**src/rtl/iob_ram_dp_be_dma_if.sv**
```systemverilog
// RAM-side bus between the DMA engine and a dual-port byte-enable RAM.
// Port A carries the read-only source stream and port B the write-only
// destination stream.
//   master : DMA engine (drives enables, write enables, addresses, write data)
//   slave  : RAM (returns port A read data, one cycle after en_a)
interface iob_ram_dp_be_dma_if #(
  parameter int unsigned ADDR_W = 10,
  parameter int unsigned DATA_W = 32
);
  logic                en_a;
  logic [DATA_W/8-1:0] we_a;
  logic [ADDR_W-1:0]   addr_a;
  logic [DATA_W-1:0]   dout_a;
  logic                en_b;
  logic [DATA_W/8-1:0] we_b;
  logic [ADDR_W-1:0]   addr_b;
  logic [DATA_W-1:0]   din_b;

  modport master (
    output en_a, we_a, addr_a,
    input  dout_a,
    output en_b, we_b, addr_b, din_b
  );

  modport slave (
    input  en_a, we_a, addr_a,
    output dout_a,
    input  en_b, we_b, addr_b, din_b
  );
endinterface

```
**src/rtl/iob_ram_dp_be_dma.sv**
```systemverilog
// Block copy / fill DMA engine driving both ports of a read-first,
// registered-output dual-port byte-enable RAM (1-cycle read latency).
// Port A reads the source stream, port B writes the destination stream
// with a per-transfer byte strobe. One word per cycle.
//
// Ports:
//   clk, rst_n        clock, asynchronous active-low reset
//   start_i           one-cycle request, accepted only in idle
//   mode_i            0 = copy src->dst, 1 = fill dst with fill_data_i
//   src_addr_i        source start word address (copy)
//   dst_addr_i        destination start word address
//   len_i             transfer length in words (0 .. 2**ADDR_W)
//   fill_data_i       fill pattern (fill)
//   wstrb_i           byte mask applied to every write
//   abort_i           cancel the transfer in progress
//   busy_o            transfer in progress
//   done_o            one-cycle pulse on normal completion
//   count_o           words written so far; holds after completion or abort
//   csum_o            sum of written data (only with IOB_RAM_DP_BE_DMA_CSUM_EN)
//   ram               RAM bus, master side
//
// Optional feature: define IOB_RAM_DP_BE_DMA_CSUM_EN to add csum_o, the
// modulo-2**DATA_W sum of din_b over every performed write.
module iob_ram_dp_be_dma #(
  parameter int unsigned ADDR_W = 10,
  parameter int unsigned DATA_W = 32,
  parameter int unsigned LEN_W  = ADDR_W + 1
) (
  input  logic                  clk,
  input  logic                  rst_n,
  input  logic                  start_i,
  input  logic                  mode_i,
  input  logic [ADDR_W-1:0]     src_addr_i,
  input  logic [ADDR_W-1:0]     dst_addr_i,
  input  logic [LEN_W-1:0]      len_i,
  input  logic [DATA_W-1:0]     fill_data_i,
  input  logic [DATA_W/8-1:0]   wstrb_i,
  input  logic                  abort_i,
  output logic                  busy_o,
  output logic                  done_o,
  output logic [LEN_W-1:0]      count_o,
`ifdef IOB_RAM_DP_BE_DMA_CSUM_EN
  output logic [DATA_W-1:0]     csum_o,
`endif
  iob_ram_dp_be_dma_if.master   ram
);

  localparam int unsigned StrbW = DATA_W / 8;

  typedef enum logic [1:0] {StIdle, StRun, StDrain, StDone} state_e;

  state_e              state_q;
  logic [ADDR_W-1:0]   src_q;
  logic [ADDR_W-1:0]   dst_q;
  logic [LEN_W-1:0]    len_q;
  logic                mode_q;
  logic [DATA_W-1:0]   fill_q;
  logic [StrbW-1:0]    wstrb_q;
  logic [LEN_W-1:0]    rd_cnt_q;
  logic [ADDR_W-1:0]   wr_cnt_q;
  logic                busy_q;
  logic                done_q;
  logic [LEN_W-1:0]    count_q;
  logic                en_a_q;
  logic [ADDR_W-1:0]   addr_a_q;
  logic                en_b_q;
  logic [StrbW-1:0]    we_b_q;
  logic [ADDR_W-1:0]   addr_b_q;
  logic [ADDR_W-1:0]   rd_addr;
  logic [ADDR_W-1:0]   wr_addr;
  logic [DATA_W-1:0]   din_b;
`ifdef IOB_RAM_DP_BE_DMA_CSUM_EN
  logic [DATA_W-1:0]   csum_q;
`endif

  // Address arithmetic wraps modulo 2**ADDR_W.
  assign rd_addr = src_q + rd_cnt_q[ADDR_W-1:0];
  assign wr_addr = dst_q + wr_cnt_q;

  // The RAM output is registered, so read data lines up with the registered
  // write strobe one cycle after the issue. Gated to 0 between writes.
  assign din_b = en_b_q ? (mode_q ? fill_q : ram.dout_a) : '0;

  always_ff @(posedge clk or negedge rst_n) begin
    if (!rst_n) begin
      state_q  <= StIdle;
      src_q    <= '0;
      dst_q    <= '0;
      len_q    <= '0;
      mode_q   <= 1'b0;
      fill_q   <= '0;
      wstrb_q  <= '0;
      rd_cnt_q <= '0;
      wr_cnt_q <= '0;
      busy_q   <= 1'b0;
      done_q   <= 1'b0;
      count_q  <= '0;
      en_a_q   <= 1'b0;
      addr_a_q <= '0;
      en_b_q   <= 1'b0;
      we_b_q   <= '0;
      addr_b_q <= '0;
`ifdef IOB_RAM_DP_BE_DMA_CSUM_EN
      csum_q   <= '0;
`endif
    end else begin
      done_q <= 1'b0;
      // A write is performed in every cycle en_b_q is high, including the
      // cycle in which abort is sampled.
      if (en_b_q) begin
        count_q <= count_q + LEN_W'(1);
`ifdef IOB_RAM_DP_BE_DMA_CSUM_EN
        csum_q  <= csum_q + din_b;
`endif
      end

      unique case (state_q)
        StIdle: begin
          if (start_i) begin
            src_q    <= src_addr_i;
            dst_q    <= dst_addr_i;
            len_q    <= len_i;
            mode_q   <= mode_i;
            fill_q   <= fill_data_i;
            wstrb_q  <= wstrb_i;
            rd_cnt_q <= LEN_W'(1);
            wr_cnt_q <= '0;
            count_q  <= '0;
            busy_q   <= 1'b1;
`ifdef IOB_RAM_DP_BE_DMA_CSUM_EN
            csum_q   <= '0;
`endif
            if (len_i == '0) begin
              // Zero length passes through the drain cycle with no RAM
              // access so done latency stays len+2 for every length.
              state_q <= StDrain;
            end else begin
              state_q  <= StRun;
              en_a_q   <= ~mode_i;
              addr_a_q <= src_addr_i;
            end
          end
        end

        StRun: begin
          if (abort_i) begin
            state_q <= StIdle;
            busy_q  <= 1'b0;
            en_a_q  <= 1'b0;
            en_b_q  <= 1'b0;
            we_b_q  <= '0;
          end else begin
            // Every run cycle is an issue; its write follows next cycle.
            en_b_q   <= 1'b1;
            we_b_q   <= wstrb_q;
            addr_b_q <= wr_addr;
            wr_cnt_q <= wr_cnt_q + ADDR_W'(1);
            if (rd_cnt_q == len_q) begin
              en_a_q  <= 1'b0;
              state_q <= StDrain;
            end else begin
              en_a_q   <= ~mode_q;
              addr_a_q <= rd_addr;
              rd_cnt_q <= rd_cnt_q + LEN_W'(1);
            end
          end
        end

        StDrain: begin
          en_b_q  <= 1'b0;
          we_b_q  <= '0;
          busy_q  <= 1'b0;
          if (abort_i) begin
            state_q <= StIdle;
          end else begin
            done_q  <= 1'b1;
            state_q <= StDone;
          end
        end

        StDone: begin
          state_q <= StIdle;
        end

        default: begin
          state_q <= StIdle;
        end
      endcase
    end
  end

  assign busy_o     = busy_q;
  assign done_o     = done_q;
  assign count_o    = count_q;
`ifdef IOB_RAM_DP_BE_DMA_CSUM_EN
  assign csum_o     = csum_q;
`endif
  assign ram.en_a   = en_a_q;
  assign ram.we_a   = '0;
  assign ram.addr_a = addr_a_q;
  assign ram.en_b   = en_b_q;
  assign ram.we_b   = we_b_q;
  assign ram.addr_b = addr_b_q;
  assign ram.din_b  = din_b;

endmodule

```
**src/flat_wrapper.sv**
```systemverilog
// flat-port wrapper written by rule: the top's interface ports become plain ports
module iob_ram_dp_be_dma_flat 
#(
  parameter int unsigned ADDR_W = 10,
  parameter int unsigned DATA_W = 32,
  parameter int unsigned LEN_W  = ADDR_W + 1
)
  (clk, rst_n, start_i, mode_i, src_addr_i, dst_addr_i, len_i, fill_data_i, wstrb_i, abort_i, busy_o, done_o, count_o, ram_en_a, ram_we_a, ram_addr_a, ram_dout_a, ram_en_b, ram_we_b, ram_addr_b, ram_din_b);
  iob_ram_dp_be_dma_if #(.ADDR_W(ADDR_W), .DATA_W(DATA_W)) ram_i ();
  input  logic clk;
  input  logic rst_n;
  input  logic start_i;
  input  logic mode_i;
  input  logic [ADDR_W-1:0] src_addr_i;
  input  logic [ADDR_W-1:0] dst_addr_i;
  input  logic [LEN_W-1:0] len_i;
  input  logic [DATA_W-1:0] fill_data_i;
  input  logic [DATA_W/8-1:0] wstrb_i;
  input  logic abort_i;
  output logic busy_o;
  output logic done_o;
  output logic [LEN_W-1:0] count_o;
  output wire logic [$bits(ram_i.en_a)-1:0] ram_en_a;
  output wire logic [$bits(ram_i.we_a)-1:0] ram_we_a;
  output wire logic [$bits(ram_i.addr_a)-1:0] ram_addr_a;
  input wire logic [$bits(ram_i.dout_a)-1:0] ram_dout_a;
  output wire logic [$bits(ram_i.en_b)-1:0] ram_en_b;
  output wire logic [$bits(ram_i.we_b)-1:0] ram_we_b;
  output wire logic [$bits(ram_i.addr_b)-1:0] ram_addr_b;
  output wire logic [$bits(ram_i.din_b)-1:0] ram_din_b;
  assign ram_en_a = ram_i.en_a;
  assign ram_we_a = ram_i.we_a;
  assign ram_addr_a = ram_i.addr_a;
  assign ram_i.dout_a = ram_dout_a;
  assign ram_en_b = ram_i.en_b;
  assign ram_we_b = ram_i.we_b;
  assign ram_addr_b = ram_i.addr_b;
  assign ram_din_b = ram_i.din_b;
  iob_ram_dp_be_dma #(.ADDR_W(ADDR_W), .DATA_W(DATA_W), .LEN_W(LEN_W)) u_core (.clk(clk), .rst_n(rst_n), .start_i(start_i), .mode_i(mode_i), .src_addr_i(src_addr_i), .dst_addr_i(dst_addr_i), .len_i(len_i), .fill_data_i(fill_data_i), .wstrb_i(wstrb_i), .abort_i(abort_i), .busy_o(busy_o), .done_o(done_o), .count_o(count_o), .ram(ram_i));
endmodule
```
**config.mk**
```make
export PLATFORM = sky130hd
export DESIGN_NAME = iob_ram_dp_be_dma_flat
export DESIGN_NICKNAME = d
export VERILOG_FILES = /design/src/rtl/iob_ram_dp_be_dma_if.sv /design/src/rtl/iob_ram_dp_be_dma.sv /design/src/flat_wrapper.sv
export SDC_FILE = /design/constraint.sdc
export NUM_CORES = 1
export LEC_CHECK = 0
export CORE_MARGIN = 2
export CORE_UTILIZATION = 50
export CTS_CLUSTER_SIZE = 28
export DETAILED_ROUTE_END_ITERATION = 7
export PLACE_DENSITY_LB_ADDON = 0.2
export SLEW_MARGIN = 20
export SYNTH_ARGS = -nofsm -noshare
export SYNTH_HDL_FRONTEND = slang
export SYNTH_SLANG_ARGS = --single-unit
```
**constraint.sdc**
```tcl
create_clock -name clk -period 3.5 [get_ports clk]
set_input_delay 0.525 -clock clk [delete_from_list [all_inputs] [get_ports clk]]
set_output_delay 0.525 -clock clk [all_outputs]
set_load 0.03 [all_outputs]
```
-- Word-level counts from Yosys, hierarchy flattened
Index checks and enable logic that the tools add are counted.
- bits in registers: 130
- latch bits: 0
- bits in writable memories: 0
- bits in read-only memories: 0
- bits of input ports: 104
- output and inout bits: 75
- word-level logic and storage cells: 84
- memories kept: 0
- add/subtract/negate cells: 5
- $mul: 0
- divide/modulo/power cells: 0
- magnitude comparators: 0
- eq/ne operators: 10
- shifts and indexed selects: 0
- multiplexer cells: 36
- bitwise operators: 3
- reductions and logical operators: 13
- operators by type and width (operator ; count):
    two-way mux 11 bit ; 6
    two-way mux 32 bit ; 2
    two-way mux 10 bit ; 6
    case mux 10 bit (2 select lines) ; 2
    adder 11 x 1 -> 11 bit, second input constant ; 2
    case mux 11 bit (2 select lines) ; 1
    adder 10 bit ; 2
    == test 11 bit ; 1
    zero test 11 bit ; 1
    adder 10 x 1 -> 10 bit, second input constant ; 1
    two-way mux 2 bit ; 5
    != test 2 bit, second input constant ; 5
    AND reduction 3 bit ; 3
    two-way mux 1 bit ; 8
    case mux 2 bit (4 select lines) ; 1
    case mux 4 bit (2 select lines) ; 1
    AND reduction 2 bit ; 3
    AND reduction 5 bit ; 1
    == test 2 bit, second input constant ; 2
    two-way mux 4 bit ; 1
    case mux 1 bit (2 select lines) ; 2
    AND reduction 4 bit ; 1
    nonzero test 2 bit ; 2
    != test 3 x 2 -> 1 bit, second input constant ; 1
    5 further kinds ; 7

-- Longest topological paths before layout
Gate-level depths: netlist (run 1).
- depth after elaboration: 4
- depth in mapped cells: 9
- gate-level depth less buffers: 9

-- Worst setup path after synthesis (run 1)
OpenSTA, ideal clock, no wires.
- path kind: register to register
- start: register u_core.rd_cnt_q[0]
- end: register u_core.addr_a_q[8], in the netlist u_core.ram.addr_a[8]
- library setup time: 0.083 ns
- arrival time: 2.069 ns
- required time: 3.417 ns
- path slack: 1.348 ns
- stages on the path, launching flop included: 9
- buffers on the path: 0
- clock period less this slack: 2.152 ns
- path through: dfrtp_1 ha_1 fa_1 a21oi_1 o21ai_0 a221oi_1 xnor2_1 mux2i_1 o21ai_0
- longest elaborated chain between the ends: 4
- elaborated cells between the ends (all ways): 7
- those cells by class: 1 x add/sub; 2 x eq/ne; 3 x mux; 1 x reduce/logical
- ends and longest elaborated chain (what ; line ; RTL):
    start: declaration ; iob_ram_dp_be_dma.sv:59 ; logic [LEN_W-1:0] rd_cnt_q;
    start signal: assignment ; iob_ram_dp_be_dma.sv:164 ; rd_cnt_q <= rd_cnt_q + LEN_W'(1);
    adder 10 bit ; iob_ram_dp_be_dma.sv:77 ; assign rd_addr = src_q + rd_cnt_q[ADDR_W-1:0];
    two-way mux 10 bit ; iob_ram_dp_be_dma.sv:158 ; if (rd_cnt_q == len_q) begin
    two-way mux 10 bit ; iob_ram_dp_be_dma.sv:146 ; if (abort_i) begin
    case mux 10 bit (2 select lines) ; iob_ram_dp_be_dma.sv:117 ; unique case (state_q)
    end signal: assignment ; iob_ram_dp_be_dma.sv:140 ; addr_a_q <= src_addr_i;
    end signal: assignment ; iob_ram_dp_be_dma.sv:163 ; addr_a_q <= rd_addr;
    end: declaration ; iob_ram_dp_be_dma.sv:65 ; logic [ADDR_W-1:0] addr_a_q;
Several ways; a longest one is shown, not always the timed one. The select of a mux whose other input is x is not followed.
A chain may end at the register's enable or synchronous reset.

-- Final worst setup path (run 1)
- start: register u_core.mode_q
- end: output ram_din_b[19]
- longest elaborated chain between the ends: 2
- ends and longest elaborated chain (what ; line ; RTL):
    start: declaration ; iob_ram_dp_be_dma.sv:56 ; logic mode_q;
    start signal: assignment ; iob_ram_dp_be_dma.sv:123 ; mode_q <= mode_i;
    two-way mux 32 bit (2 in series) ; iob_ram_dp_be_dma.sv:82 ; assign din_b = en_b_q ? (mode_q ? fill_q : ram.dout_a) : '0;
    end: declaration ; flat_wrapper.sv:30 ; output wire logic [$bits(ram_i.din_b)-1:0] ram_din_b;
No other way between the ends.

==> results.yml, run 1 <==
cells_and_area:
  final_nets: 1078
  area_growth_pct: 35.4
  final_common_cell: "nand2_1"
  layout_common_cells: "252 x nand2_1, 173 x clkdlybuf4s50_1, 129 x dfrtp_1"
  n_antenna_cell: 0
  fillCellCount: 1102
  drive_gt1_share_pct: 5.01
setup_path:
  reg2regPathDepth: 7
  r2r_slack_ps: 970
  cp-endpoint: "ram_din_b[19]"
  path_class: "flop to output pin"
  required_ps: 2970
  r2r_end: "u_core.ram.addr_a[0]$_DFFE_PN0P_"
  critPathMaxFanout: 15
  crit_path_start: "u_core.mode_q$_DFFE_PN0P_"
  crit_chain: "buf_4 > mux2i_1 > nor2b_1 > clkdlybuf4s50_1"
  worstPathArrival_ps: 2280
  crit_slowest_cell: "clkdlybuf4s50_1"
  worst_setup_path_end_kind: "output pin"
  slowest_delay_ps: 690
  cp-start-kind: "flop"
  crit-reg2reg-launch: "u_core.state_q[1]$_DFFE_PN0P_"
placed_design:
  gp_congestion: 0.838
  io_buffers: 174
  hpwl_um: 11500
logic_synthesis:
  synth.largest_area_cell: "dfrtp_1"
  avgSynthCellArea_um2: 8.90
  synth_mux_area_share_pct: 6.45
  yosys.area_share.xor_xnor_pct: 4.80
  synth_cell_types: 52
  netlist_area_mm2: 0.00694
  yosys.area_share.simple_pct: 25.2
  synthAdderAreaFrac_pct: 5.08
  synth_cells: 780
  synth_top_area_share_pct: 46.9
  synth_top_family_by_area: "simple AND/OR/NAND/NOR gates"
  synthTopCellsByArea: "dfrtp_1 47%, nand2_1 14%, mux2i_1 5.8%, ha_1 4.5%, nor2b_1 3.3%"
  synth_edf_count: 0
  synth_seq_area_share_pct: 46.9
  synth_compound_area_share_pct: 8.04
  ys_async_sr_fraction_pct: 100
  synth_ff_type: "dfrtp_1"
  synth-seq-cells: 130
  synth_warnings: 0
global_routing:
  grt_pass1_wl_um: 27400
  grt_overflow: 0
  grt_max_degree: 81
  grt_usage_pct: 23.5
  antenna_found_initial: 0
  first_global_vias: 5685
cts:
  cts_setup_buffers: 0
  cts_buffers: 17
  clkTransAtPathRegs_ps: 50
  cts_root_buf: "clkbuf_16"
  cts.sinks: 130
  cts_resized: 0
  clk_path_buf_depth: 2
  tritoncts: "yes"
  htree_levels: 4
  cts_hold_buf: 0
  clock_latency_ps: 410
floorplan:
  die-area_mm2: 0.0148
  dieHeight_um: 122
  core_area_mm2: 0.0137
  fp-row-count: 43
  die-width_um: 122
  start_util_pct: 50.6
  io_pins: 179
sta:
  rsz0062_at_grt: "false"
  fin_skew_ps: 7.57
  layout_min_cycle_time_ps: 2810
  tns_ps: 0
  worstMarginPinSlew_ps: 733
  timing.hold.ws_ps: 165
  max_freq_mhz: 356
  hold_viol_final: 0
  setup_viol: 0
  maxSlewHeadroom_pct: 51.1
  slew_violations: 0
  finalCritPeriodShare_pct: 80.2
power_and_ir_drop:
  p_sw_w: 0.00332
  internal_power_w: 0.00484
  seq_power_share_pct: 31.5
  power.total_w: 0.00816
  combPwrFrac_pct: 47.8
  power_leakage_nw: 4.41
  swShare_pct: 40.7
  p_clk_share_pct: 20.7
  cellPowerDensity_mw_per_mm2: 869
  ir_drop_v: 0.000458
route:
  finalWirelength_um: 16500
  wl_per_cell_um: 14.5
  first_iter_violations: 360
  postRouteAntennaNets: 0
  drcViolationCount: 0
  routed-via-count: 5855
  drt-vias-per-instance: 5.14
  dr.pass1.iters: 4
run:
  drv_cap: 0
run_status:
  status: "finished, final reports clean"
worst_hold_path:
  holdCritPathClass: "input pin to async pin"
-- per-layer routing --
layer  vias to the layer above  track usage [%]  share of wire (%)
met5                         -                0                  0
met4                         0             6.90                1.4
met3                        19             7.49                7.2
met2                       164             37.5                 47
met1                      2748             30.7                 44
li1                       2924                -                  -
-- logic make-up (layout without fill, tap and decap cells) --
group	Yosys count	after routing
simple gates	397	397
flops	130	130
compound gates	89	89
buf+inv	54	229
mux	44	44
xor+xnor	38	38
fa+ha+maj	27	27
other cells	1	4
-- layout make-up --
cell class	instances	area (µm²)	area share [%]
Multi-Input combinational cell	599	3460	36.8
Timing Repair Buffer	184	1840	19.6
Sequential cell	130	3250	34.6
Tap cell	180	225	2.40
Clock inverter	6	80.1	0.852
Inverter	15	56.3	0.599
Clock buffer	24	482	5.13
-- flip-flops by register name (all words and copies together), names as in the netlist --
signal	cells
u_core.wr_cnt_q	10
u_core.state_q	2
u_core.count_o	11
u_core.fill_q	32
u_core.wstrb_q	4
u_core.busy_o	1
u_core.src_q	10
u_core.mode_q	1
u_core.ram.we_b	4
u_core.ram.en_b	1
u_core.dst_q	10
u_core.ram.addr_b	10
u_core.rd_cnt_q	11
u_core.done_o	1
u_core.ram.addr_a	10
u_core.ram.en_a	1
u_core.len_q	11
-- worst max-delay path, delay by kind of cell, from the launching register on --
kind | cells | cell delay [ps]
buffers and inverters | 2 | 1020
flip-flops | 1 | 580
multiplexers | 1 | 110
AND/OR/NAND/NOR | 1 | 160
-- power groups by stage --
stage | combinational, W | clock [W] | sequential, W
after CTS | 0.00394 | 0.00173 | 0.00258
after detailed placement | 0.00392 | 0 | 0.00258
after global placement | 0.00385 | 0 | 0.00258
after floorplan | 0.00249 | 0 | 0.00272
after global routing | 0.00431 | 0.00179 | 0.00266
final | 0.00390 | 0.00169 | 0.00257
-- Yosys cell counts, drive strengths merged (2+ instances only) --
library cell,instances
a211o,2
a211oi,2
a21o,3
a21oi,18
a31oi,2
and3,9
buf,13
clkbuf,26
dfrtp,130
fa,2
ha,25
inv,15
mux2,3
mux2i,41
nand2,254
nand2b,2
nand3,17
nand4,9
nor2,39
nor2b,37
nor3,10
nor4,3
o211ai,6
o21a,6
o21ai,35
o31ai,6
o41ai,3
or3,5
or4,7
xnor2,21
xor2,17
-- through the flow --
stage | worst slack (ps) | util (%) | cell area, µm² | instances
6_report | 694 | 68.5 | 9400 | 1138
5_1_grt | 511 | 68.5 | 9400 | 1138
4_1_cts | 638 | 68.5 | 9400 | 1138
3_5_place_dp | 970 | 64.4 | 8840 | 1108
3_3_place_gp | 1060 | 64.4 | 8840 | 1108
2_1_floorplan | 1350 | - | 6950 | 783
-- worst min-delay path by stage --
stage | endpoint | slack [ps] | depth (start not counted)
floorplan | u_core.busy_o$_DFFE_PN0P_ | 230 | 0
global placement | u_core.ram.addr_b[3]$_DFFE_PN0P_ | 450 | 2
detailed placement | u_core.ram.addr_b[0]$_DFFE_PN0P_ | 460 | 2
CTS | u_core.ram.addr_a[6]$_DFFE_PN0P_ | 190 | 1
global route | u_core.ram.addr_a[1]$_DFFE_PN0P_ | 210 | 1
finish | u_core.ram.addr_a[0]$_DFFE_PN0P_ | 160 | 1
No activity file was read; power rests on OpenSTA's default activity.
==> run 2: changes to the inputs <==
clock period = 2.7 ns   (was 3.5 ns; I/O delays follow)
==> results.yml, run 2 (synthesis gave the netlist of run 1 again) <==
sta:
  setup_slack_ps: 161
  max_freq_mhz: 394
  rsz0062_at_grt: "false"
  slew_violations: 0
  hold_viol_final: 0
  setup_viol: 0
  finalCritPeriodShare_pct: 94.0
  worstMarginPinSlew_ps: 741
  tns_ps: 0
  layout_min_cycle_time_ps: 2540
  maxSlewHeadroom_pct: 50.6
  fin_skew_ps: 7.76
setup_path:
  reg2regPathDepth: 8
  r2r_end: "u_core.ram.addr_a[8]$_DFFE_PN0P_"
  r2r_slack_ps: 230
  worst_setup_path_end_kind: "output pin"
  worstPathArrival_ps: 2130
  path_class: "flop to output pin"
  crit_path_start: "u_core.mode_q$_DFFE_PN0P_"
  critPathMaxFanout: 25
  cp-start-kind: "flop"
  required_ps: 2300
  crit-reg2reg-launch: "u_core.rd_cnt_q[0]$_DFFE_PN0P_"
placed_design:
  dp_slack_ps: 328
  dp_cells: 1111
  gp_congestion: 0.875
  io_buffers: 174
  hpwl_um: 11600
route:
  routed-via-count: 5872
  postRouteAntennaNets: 0
  wl_per_cell_um: 14.4
  drt-vias-per-instance: 5.13
  first_iter_violations: 288
  finalWirelength_um: 16500
  drcViolationCount: 0
  dr.pass1.iters: 6
cells_and_area:
  layout_common_cells: "252 x nand2_1, 173 x clkdlybuf4s50_1, 129 x dfrtp_1"
  drive_gt1_share_pct: 5.60
  layoutNonFillerInstCount: 1144
  fillCellCount: 1097
  n_antenna_cell: 0
  area_growth_pct: 36.9
  regMostFlops: "u_core.fill_q"
  final_util_pct: 69.2
  final_common_cell: "nand2_1"
  final_nets: 1082
  largest_reg_flops: 32
cts:
  cts_buffers: 17
  clk_path_buf_depth: 2
  cts_hold_buf: 1
  cts_resized: 0
  cts.sinks: 130
  cts_root_buf: "clkbuf_16"
  tritoncts: "yes"
  clock_latency_ps: 410
  cts_setup_buffers: 0
  htree_levels: 4
  clkTransAtPathRegs_ps: 60
floorplan:
  fp-row-count: 43
  core_area_mm2: 0.0137
  io_pins: 179
  dieHeight_um: 122
  die-width_um: 122
  die-area_mm2: 0.0148
  start_util_pct: 50.6
global_routing:
  grt_max_degree: 68
  first_global_vias: 5774
  grt_usage_pct: 23.5
  grt_overflow: 0
  antenna_found_initial: 0
  grt_pass1_wl_um: 27400
power_and_ir_drop:
  cellPowerDensity_mw_per_mm2: 1140
  power.total_w: 0.0109
  power_leakage_nw: 4.45
  ir_drop_v: 0.000596
worst_hold_path:
  holdCritPathClass: "input pin to async pin"
run_status:
  status: "finished, final reports clean"
run:
  drv_cap: 0
==> run 2: cell types whose count changed in the layout (fill, tap and decap cells not counted), sizes merged <==
cell         delta
bufinv          +2
clkinv          -2
dlygate4sd3     +1
buf             +3
clkbuf          -1
clkinvlp        +3
==> run 2: power by group <==
part / total (W) / switching [W] / internal, W
clock network: 0.00244 / 0.000830 / 0.00162
logic: 0.00517 / 0.00300 / 0.00217
registers: 0.00326 / 0.000538 / 0.00272
total: 0.0109 / 0.00437 / 0.00650
==> run 2: critical path, stage by stage (launching register included) <==
cell and delay, ps:
dfrtp_2 350, buf_4 360, mux2i_1 130, nor2b_1 160, clkdlybuf4s50_1 690
==> run 2: worst max path at each step <==
| stage | to | slack [ps] |
|---|---|---|
| finish | ram_din_b[19] | 160 |
| global route | u_core.ram.addr_a[8]$_DFFE_PN0P_ | 60 |
| CTS | ram_din_b[19] | 100 |
| detailed placement | u_core.ram.addr_a[8]$_DFFE_PN0P_ | 330 |
| global placement | u_core.ram.addr_a[8]$_DFFE_PN0P_ | 410 |
| floorplan | u_core.ram.addr_a[8]$_DFFE_PN0P_ | 550 |
==> run 2: layout make-up <==
cell class / count / area (µm²) / area share (%)
Timing Repair Buffer: 188 / 1870 / 19.7
Inverter: 15 / 56.3 / 0.593
Sequential cell: 130 / 3250 / 34.3
Clock buffer: 23 / 478 / 5.03
Clock inverter: 9 / 153 / 1.61
Tap cell: 180 / 225 / 2.37
Multi-Input combinational cell: 599 / 3460 / 36.4
==> run 2: metal layers <==
layer	wire, µm	global-route usage [%]	vias to the layer above
met5	0	0	-
met4	268	7.54	0
met3	1120	7.63	23
met2	7720	38.1	166
met1	7400	29.8	2746
li1	-	-	2937
==> run 2: stage by stage <==
| stage | instance area (µm²) | hold slack [ps] |
|---|---|---|
| finish | 9500 | 417 |
| global route | 9500 | 442 |
| CTS | 9500 | 404 |
| detailed placement | 8860 | 309 |
| global placement | 8860 | 306 |
| floorplan | 6950 | 109 |
